<file path="src/rtl/ctrl_set_gen_pkg.sv">
// rtl/ctrl_set_gen_pkg.sv - shared types and constants for the control-set stimulus generator
package ctrl_set_gen_pkg;

  typedef enum logic [1:0] {
    IDLE = 2'd0,
    INIT = 2'd1,
    RUN  = 2'd2,
    DONE = 2'd3
  } state_e;

  // Length of the clearing phase that precedes every burst.
  localparam int INIT_CYCLES = 2;

  // Feedback taps at bits 7,5,4,3 give the maximal 255-state sequence.
  localparam logic [7:0] LFSR_TAPS = 8'hB8;

  // One left shift of the Fibonacci LFSR; the feedback enters at bit 0.
  function automatic logic [7:0] lfsr_step(input logic [7:0] s);
    return {s[6:0], ^(s & LFSR_TAPS)};
  endfunction

  // Counter width for a modulo-n counter; at least one bit so n=1 still elaborates.
  function automatic int cnt_width(input int n);
    return (n > 1) ? $clog2(n) : 1;
  endfunction

endpackage

</file>
<file path="src/rtl/ctrl_set_gen_lfsr8.sv">
// rtl/ctrl_set_gen_lfsr8.sv - 8-bit Fibonacci LFSR with synchronous reload and advance enable
module lfsr8
  import ctrl_set_gen_pkg::*;
#(
  parameter logic [7:0] RESET_VAL = 8'hA5
) (
  input  logic       clk,
  input  logic       rst_n,
  input  logic       load,
  input  logic       en,
  input  logic [7:0] seed,
  output logic [7:0] state
);

  logic [7:0] state_q;
  logic [7:0] state_d;

  // Next value: a reload takes priority over an advance.
  always_comb begin
    state_d = state_q;
    if (load) begin
      state_d = seed;
    end else if (en) begin
      state_d = lfsr_step(state_q);
    end
  end

  // State register; reset lands on the same value a reload would give.
  always_ff @(posedge clk or negedge rst_n) begin
    if (!rst_n) begin
      state_q <= RESET_VAL;
    end else begin
      state_q <= state_d;
    end
  end

  assign state = state_q;

endmodule

</file>
<file path="src/rtl/ctrl_set_gen.sv">
// rtl/ctrl_set_gen.sv - start/init/burst/done stimulus sequencer for the control-set flop bank
module ctrl_set_gen
  import ctrl_set_gen_pkg::*;
#(
  parameter logic [7:0] SEED      = 8'hA5,
  parameter int         SR_PERIOD = 16,
  parameter int         CE_ON     = 3,
  parameter int         CE_OFF    = 1,
  parameter int         BURST_LEN = 64
) (
  input  logic       clk,
  input  logic       rst_n,
  input  logic       start,
  input  logic       stop,
  output logic [3:0] d,
  output logic       ce,
  output logic       sr,
  output logic       busy,
  output logic       done
);

  localparam int CE_PERIOD = CE_ON + CE_OFF;
  localparam int BEAT_W    = cnt_width(BURST_LEN);
  localparam int CE_W      = cnt_width(CE_PERIOD);
  localparam int SR_W      = cnt_width(SR_PERIOD);
  localparam int INIT_W    = cnt_width(INIT_CYCLES);

  localparam logic [BEAT_W-1:0] BEAT_LAST = BEAT_W'(BURST_LEN - 1);
  localparam logic [CE_W-1:0]   CE_LAST   = CE_W'(CE_PERIOD - 1);
  localparam logic [SR_W-1:0]   SR_LAST   = SR_W'(SR_PERIOD - 1);
  localparam logic [INIT_W-1:0] INIT_LAST = INIT_W'(INIT_CYCLES - 1);
  // One extra bit so CE_ON == CE_PERIOD (no off time) still fits.
  localparam logic [CE_W:0]     CE_ON_V   = (CE_W + 1)'(CE_ON);

  state_e              state_q, state_d;
  logic [INIT_W-1:0]   init_cnt_q, init_cnt_d;
  logic [BEAT_W-1:0]   beat_q, beat_d;
  logic [CE_W-1:0]     ce_cnt_q, ce_cnt_d;
  logic [SR_W-1:0]     sr_cnt_q, sr_cnt_d;

  logic [3:0]          d_q, d_d;
  logic                ce_q, ce_d;
  logic                sr_q, sr_d;
  logic                busy_q, busy_d;
  logic                done_q, done_d;

  logic [7:0]          lfsr_state;
  logic                lfsr_load;
  logic                lfsr_en;
  logic                lfsr_unused;

  // The LFSR always holds the value for the beat about to be presented, so
  // it is reloaded throughout INIT and steps on each edge that enters a beat.
  assign lfsr_load   = (state_d == INIT);
  assign lfsr_en     = (state_d == RUN);
  assign lfsr_unused = ^lfsr_state[7:4];

  lfsr8 #(
    .RESET_VAL (SEED)
  ) u_lfsr (
    .clk   (clk),
    .rst_n (rst_n),
    .load  (lfsr_load),
    .en    (lfsr_en),
    .seed  (SEED),
    .state (lfsr_state)
  );

  // Next state and beat bookkeeping; ce/sr phase counters track the beat index modulo their periods.
  always_comb begin
    state_d    = state_q;
    init_cnt_d = init_cnt_q;
    beat_d     = beat_q;
    ce_cnt_d   = ce_cnt_q;
    sr_cnt_d   = sr_cnt_q;
    case (state_q)
      IDLE: begin
        if (start) begin
          state_d    = INIT;
          init_cnt_d = '0;
          beat_d     = '0;
          ce_cnt_d   = '0;
          sr_cnt_d   = '0;
        end
      end
      INIT: begin
        if (init_cnt_q == INIT_LAST) begin
          state_d = RUN;
        end else begin
          init_cnt_d = init_cnt_q + 1'b1;
        end
      end
      RUN: begin
        if (stop || (beat_q == BEAT_LAST)) begin
          state_d = DONE;
        end else begin
          beat_d   = beat_q + 1'b1;
          ce_cnt_d = (ce_cnt_q == CE_LAST) ? '0 : ce_cnt_q + 1'b1;
          sr_cnt_d = (sr_cnt_q == SR_LAST) ? '0 : sr_cnt_q + 1'b1;
        end
      end
      DONE: begin
        state_d = IDLE;
      end
      default: begin
        state_d = IDLE;
      end
    endcase
  end

  // Output values for the state being entered, so the registered outputs line up with the state.
  always_comb begin
    d_d    = d_q;
    ce_d   = 1'b0;
    sr_d   = 1'b0;
    busy_d = 1'b0;
    done_d = 1'b0;
    case (state_d)
      INIT: begin
        d_d    = '0;
        ce_d   = 1'b1;
        sr_d   = 1'b1;
        busy_d = 1'b1;
      end
      RUN: begin
        d_d    = lfsr_state[3:0];
        ce_d   = ({1'b0, ce_cnt_d} < CE_ON_V);
        sr_d   = (sr_cnt_d == SR_LAST);
        busy_d = 1'b1;
      end
      DONE: begin
        done_d = 1'b1;
      end
      default: begin
        d_d = d_q;
      end
    endcase
  end

  // Sequencer state and counters.
  always_ff @(posedge clk or negedge rst_n) begin
    if (!rst_n) begin
      state_q    <= IDLE;
      init_cnt_q <= '0;
      beat_q     <= '0;
      ce_cnt_q   <= '0;
      sr_cnt_q   <= '0;
    end else begin
      state_q    <= state_d;
      init_cnt_q <= init_cnt_d;
      beat_q     <= beat_d;
      ce_cnt_q   <= ce_cnt_d;
      sr_cnt_q   <= sr_cnt_d;
    end
  end

  // Output registers; ce=sr=1 while in reset so the downstream bank clears on every edge.
  always_ff @(posedge clk or negedge rst_n) begin
    if (!rst_n) begin
      d_q    <= '0;
      ce_q   <= 1'b1;
      sr_q   <= 1'b1;
      busy_q <= 1'b0;
      done_q <= 1'b0;
    end else begin
      d_q    <= d_d;
      ce_q   <= ce_d;
      sr_q   <= sr_d;
      busy_q <= busy_d;
      done_q <= done_d;
    end
  end

  assign d    = d_q;
  assign ce   = ce_q;
  assign sr   = sr_q;
  assign busy = busy_q;
  assign done = done_q;

endmodule

</file>
<file path="config.mk">
export PLATFORM = sky130hd
export DESIGN_NAME = ctrl_set_gen
export DESIGN_NICKNAME = d
export VERILOG_FILES = /design/src/rtl/ctrl_set_gen_pkg.sv /design/src/rtl/ctrl_set_gen_lfsr8.sv /design/src/rtl/ctrl_set_gen.sv
export SDC_FILE = /design/constraint.sdc
export NUM_CORES = 1
export LEC_CHECK = 0
export CAP_MARGIN = 20
export CORE_ASPECT_RATIO = 0.5
export CORE_MARGIN = 1
export CORE_UTILIZATION = 45
export DETAILED_ROUTE_END_ITERATION = 8
export PLACE_DENSITY_LB_ADDON = 0.05
export SLEW_MARGIN = 0
export SYNTH_ARGS = -nofsm -noshare
export SYNTH_HDL_FRONTEND = slang
export SYNTH_SLANG_ARGS = --single-unit
</file>
<file path="constraint.sdc">
create_clock -name clk -period 4.42 [get_ports clk]
set_input_delay 0.884 -clock clk [delete_from_list [all_inputs] [get_ports clk]]
set_output_delay 0.884 -clock clk [all_outputs]
set_load 0.02 [all_outputs]
</file>
==> results of run 1 <==
## final cells by class
cell class | count | area [um^2]
clock buffers | 5 | 68.8
flip-flops and latches | 31 | 783
multi-input cells | 100 | 652
repair buffers | 12 | 118
fillers | 264 | 1350
well taps | 40 | 50.0
inverters | 7 | 26.3
clock inverters | 3 | 20.0
## registers in the layout, indices dropped and copies added (netlist names)
| signal | flops |
|---|---|
| u_lfsr.state | 8 |
| beat_q | 6 |
| d | 4 |
| sr_cnt_q | 4 |
| ce_cnt_q | 2 |
| state_q | 2 |
| busy | 1 |
| ce | 1 |
| done | 1 |
| init_cnt_q | 1 |
| sr | 1 |
## power by group
group / switching [mW] / internal, mW / leakage, nW / total, mW
registers: 0.0874 / 0.412 / 0.394 / 0.500
clock network: 0.118 / 0.109 / 0.0402 / 0.227
logic: 0.328 / 0.238 / 0.345 / 0.565
total: 0.533 / 0.759 / 0.779 / 1.29
## per-layer routing
layer / track usage / vias up / part of all wire
li1: - / 526 / -
met1: 0.249 / 515 / 0.54
met2: 0.257 / 11 / 0.41
met3: 0.0669 / 7 / 0.035
met4: 0.0931 / 0 / 0.020
met5: 0 / - / 0
## cell usage after synthesis, types with 3 or more instances
library cell,count,share of area
o21ai_0,8,0.027
a22o_1,6,0.035
a21oi_1,6,0.020
dfrtp_1,25,0.42
dfstp_2,6,0.11
xor2_1,4,0.024
nand2_1,22,0.056
nor2b_1,3,0.013
inv_1,7,0.018
nand3_1,4,0.013
clkbuf_1,3,0.0076
nor2_1,10,0.025
ha_1,6,0.051
## through the flow
stage / power, mW / hold slack (ns) / setup slack, ns / util / area [um^2]
after CTS: 1.30 / 0.493 / 1.59 / 0.560 / 1720
after detailed placement: 1.07 / 0.482 / 1.31 / 0.531 / 1630
after floorplan: 0.913 / 0.464 / 2.35 / - / 1480
after global placement: 1.06 / 0.476 / 1.34 / 0.531 / 1630
final: 1.29 / 0.494 / 1.59 / 0.560 / 1720
after global routing: 1.40 / 0.518 / 1.41 / 0.560 / 1720
## worst min path at each step
stage	startpoint	end	slack, ns	cells past startpoint
2_1_floorplan	beat_q[0]	beat_q[0]	0.46	1
3_3_place_gp	d[2]	d[2]	0.48	2
3_5_place_dp	d[0]	d[0]	0.48	2
4_1_cts	u_lfsr.state[2]	u_lfsr.state[2]	0.49	2
5_1_grt	d[0]	d[0]	0.52	2
6_report	d[2]	d[2]	0.49	2
## cells by family after synthesis
group           count (synthesis)  synth area share
flops                          31             0.528
simple gates                   51             0.169
fa+ha+maj                       6            0.0506
mux                             3            0.0253
buf+inv                        11            0.0329
compound gates                 34             0.159
xor+xnor                        6            0.0354
## tightest hold or removal path, delay by kind of cell, from the launching register on
kind | cells | cell delay, ns
AOI/OAI and AO/OA | 1 | 0.06
and+or+nand+nor | 1 | 0.05
DFF | 1 | 0.35
==> results.py, run 1 <==
metrics = {
    "yosys": {
        "syn_inst": 142,
        "synth_seq_cells": 31,
        "syn_nets": 152,
        "synth_area_um2": 1480,
        "synth-edff-count": 0,
        "ys_seq_area_frac": 0.528,
        "synth-main-ff-cell": "dfrtp_1",
        "avgSynthCellArea_um2": 10.5,
        "netlist-cell-type-count": 38,
        "postSynth.asyncResetShare": 1.00,
        "synth_warnings": 0,
    },
    "timing": {
        "max_freq_ghz": 0.354,
        "fin_crit_sh": 0.640,
        "worst_pin_slew_ns": 0.593,
        "setup_tns_ns": 0,
        "post-route-min-period_ns": 2.83,
        "slew_headroom": 0.605,
        "slew_viol_final": 0,
        "rsz0062_at_grt": "false",
        "timing.final.hold_violations": 0,
        "finClkSkew_ns": 0.00413,
        "setup_viol": 0,
    },
    "clock_network": {
        "clockBufferDepth": 2,
        "cts_root_buf": "clkbuf_8",
        "clk_latency_ns": 0.29,
        "clkSlewWorstSetupHoldPaths_ns": 0.07,
        "cts_hold_buf": 0,
        "postCtsSetupBuffers": 0,
        "numCtsBuffers": 5,
        "cts.sinks": 31,
        "cts_htree_levels": 2,
        "cts_tree": "done",
        "cts.repair.resized": 0,
    },
    "critical_path": {
        "crit_path_top_delay_cell": "ha_1",
        "critPathCapture": "sr",
        "ff2ff_setup_slack_ns": 1.81,
        "cp-start-kind": "input pin",
        "cp_max_fo": 23,
        "cp_num_cells": 7,
        "cp_data_arrival_time_ns": 3.05,
        "r2r_cells": 8,
        "critPathBufInv": 1,
        "setup.worst_path.start": "stop",
        "r2r_start": "beat_q[0]",
        "required_ns": 4.64,
        "worstReg2RegEnd": "sr",
        "slowest_delay_ns": 0.71,
        "crit_path_end_kind": "flop",
        "critical_path_class": "input pin to flop",
        "crit_chain": "clkdlybuf4s50_1, a21oi_1, o22ai_1, ha_1, nor2b_1, and3_1, a32o_1",
        "cpLargestDelayFamily": "adder cells",
    },
    "layout": {
        "final_common_cell": "dfrtp_1",
        "finalNonFillerCells": 198,
        "layout_common_cells": "dfrtp_1 (25), nand2_1 (22), clkdlybuf4s50_1 (11)",
        "nets": 167,
        "area_growth_pct": 15.8,
        "diodes": 0,
        "drive_gt1_frac": 0.133,
    },
    "routing": {
        "routed_wl_um": 2750,
        "vias": 1059,
        "drt_drc_violations_left": 0,
        "postRouteAntennaNets": 0,
        "drt_first_iter_violations": 70,
        "firstDrtPassIters": 4,
        "via_per_inst": 5.35,
        "wl_per_cell_um": 13.9,
    },
    "global_route": {
        "grt_pass1_vias": 1022,
        "grt_pass1_wl_um": 4770,
        "antenna_found_initial": 0,
        "grt_max_degree": 32,
        "grt_overflow_total": 0,
        "grt.total_usage": 0.183,
    },
    "place": {
        "io_buffers": 11,
        "place_congestion": 0.732,
        "dp.cells": 190,
        "hpwl_um": 1850,
    },
    "worst_hold_path": {
        "min_path_type": "flop to flop",
    },
    "outcome": {
        "status": "finished clean",
    },
    "power_and_ir_drop": {
        "max-vdd-ir-drop_v": 0.000390,
        "powerDensity_nw_per_um2": 752,
        "p_leak_nw": 0.779,
    },
    "floorplan": {
        "die_w_um": 83.2,
        "rows": 14,
        "core_um2": 3070,
        "die-area_um2": 3550,
        "die_y_um": 42.6,
        "initial_core_util": 0.484,
        "ios": 12,
    },
    "job": {
        "cap_violations": 0,
    },
}
Power figures use the tool's default switching activity.
==> run 2, diff against run 1 <==
==> constraint.sdc (replaced) <==
create_clock -name clk -period 2.29 [get_ports clk]
set_input_delay 0.458 -clock clk [delete_from_list [all_inputs] [get_ports clk]]
set_output_delay 0.458 -clock clk [all_outputs]
set_load 0.02 [all_outputs]
==> run 2 against run 1 <==
  * First-iteration DRC count shrank 36%
  * Cell count grew 3.5%
  * Cell area grew 4.0%
  * Combinational power grew 120%
  * Critical path type is now flop to flop
  * Critical endpoint unchanged
  * Largest power group unchanged
  * Highest routed layer unchanged
==> results.py, run 2 (synthesis gave the netlist of run 1 again) <==
metrics = {
    "timing": {
        "slew_viol_final": 0,
        "max_freq_ghz": 0.478,
        "post-route-min-period_ns": 2.09,
        "hold_ws_ns": 0.488,
        "setup_tns_ns": 0,
        "setup_viol": 0,
        "finClkSkew_ns": 0.00529,
        "fin_ws_ns": 0.199,
        "timing.final.hold_violations": 0,
        "worst_pin_slew_ns": 0.397,
        "fin_crit_sh": 0.913,
        "slew_headroom": 0.735,
        "rsz0062_at_grt": "false",
    },
    "clock_network": {
        "clkSlewWorstSetupHoldPaths_ns": 0.07,
        "cts.repair.resized": 0,
        "cts.sinks": 31,
        "cts_root_buf": "clkbuf_8",
        "postCtsSetupBuffers": 0,
        "cts_tree": "done",
        "cts_htree_levels": 2,
        "cts_hold_buf": 0,
        "clockBufferDepth": 2,
        "numCtsBuffers": 5,
        "clk_latency_ns": 0.29,
    },
    "layout": {
        "fillerInstances": 280,
        "area_growth_pct": 20.4,
        "diodes": 0,
        "multi_input_comb_area_um2": 656,
        "layout_common_cells": "dfrtp_1 (25), nand2_1 (22), clkdlybuf4s50_1 (11)",
        "largest_reg_flops": 8,
        "regArea_um2": 783,
        "finalNonFillerCells": 205,
        "nets": 174,
        "final_common_cell": "dfrtp_1",
        "drive_gt1_frac": 0.176,
        "final_util": 0.583,
    },
    "critical_path": {
        "cpLargestDelayFamily": "compound AO/OA/AOI/OAI gates",
        "crit_chain": "ha_1, and4_1, buf_4, a211o_1, mux2i_2, and3_1, a32o_1",
        "slowest_delay_ns": 0.42,
        "cp_max_fo": 7,
        "critical_path_class": "flop to flop",
        "cp_data_arrival_time_ns": 2.31,
        "crit_path_top_delay_cell": "a211o_1",
        "cp-start-kind": "flop",
        "required_ns": 2.51,
        "critPathBufInv": 1,
        "crit_path_end_kind": "flop",
    },
    "global_route": {
        "grt_overflow_total": 0,
        "antenna_found_initial": 0,
        "grt.total_usage": 0.178,
        "grt_max_degree": 32,
        "grt_pass1_wl_um": 4620,
        "grt_pass1_vias": 991,
    },
    "floorplan": {
        "core_um2": 3070,
        "ios": 12,
        "initial_core_util": 0.484,
        "die_w_um": 83.2,
        "die-area_um2": 3550,
        "die_y_um": 42.6,
        "rows": 14,
    },
    "routing": {
        "drt_first_iter_violations": 45,
        "drt_drc_violations_left": 0,
        "postRouteAntennaNets": 0,
        "wl_per_cell_um": 13.3,
        "via_per_inst": 5.26,
        "firstDrtPassIters": 4,
        "vias": 1078,
        "routed_wl_um": 2720,
    },
    "power_and_ir_drop": {
        "clockPowerShare": 0.164,
        "swShare": 0.396,
        "max-vdd-ir-drop_v": 0.000758,
        "powerDensity_nw_per_um2": 1470,
        "comb_power_share": 0.467,
        "p_int_mw": 1.58,
        "p_leak_nw": 0.819,
        "p_switching_mw": 1.04,
        "pwr-share-seq": 0.368,
    },
    "place": {
        "io_buffers": 11,
        "place_congestion": 0.741,
        "dp.cells": 197,
        "hpwl_um": 1940,
        "dp_slack_ns": 0.0509,
    },
    "job": {
        "cap_violations": 0,
    },
    "worst_hold_path": {
        "min_path_type": "flop to flop",
    },
    "outcome": {
        "status": "finished clean",
    },
}
## run 2: through the flow
step,power (mW),instance area [um^2]
after CTS,2.65,1780
after global routing,2.84,1790
after floorplan,1.76,1480
after detailed placement,2.21,1690
after global placement,2.20,1690
final,2.62,1790
## run 2: tightest hold or removal path, cell delays in order, from the launching register on
cell     delay [ns]
dfrtp_1        0.35
nand2_1        0.05
o21ai_0        0.05
## run 2: routing by layer
metal  global-route usage  wire, um  vias up
li1                     -         -      543
met2                0.251      1110       18
met3               0.0650       122        8
met1                0.245      1440      509
met5                    0         0        -
met4               0.0828        56        0
## run 2: power groups by stage
stage / Clock (mW) / Sequential (mW) / Combinational, mW
after floorplan: 0 / 1.01 / 0.753
after global placement: 0 / 0.972 / 1.22
after detailed placement: 0 / 0.976 / 1.23
after CTS: 0.445 / 0.965 / 1.24
after global routing: 0.467 / 0.991 / 1.38
final: 0.430 / 0.965 / 1.22
## run 2: final timing paths
check                      cells past startpoint  slack (ns)  startpoint               to
setup / recovery                               7        0.20   beat_q[0]               sr
hold / removal                                 2        0.49        d[2]             d[2]
setup reg to reg                               7        0.20   beat_q[0]               sr
hold reg to reg                                2        0.49        d[2]             d[2]
max in group asynchronous                      2        1.41       rst_n  u_lfsr.state[2]
min in group asynchronous                      2        0.56       rst_n        beat_q[3]
## run 2: cell type report
type / count / area share
clock inverter: 3 / 0.0112
clock buffer: 5 / 0.0385
multi-input combinational: 100 / 0.367
inverter: 7 / 0.0147
timing repair buffer: 19 / 0.102
tap: 40 / 0.0280
sequential: 31 / 0.438
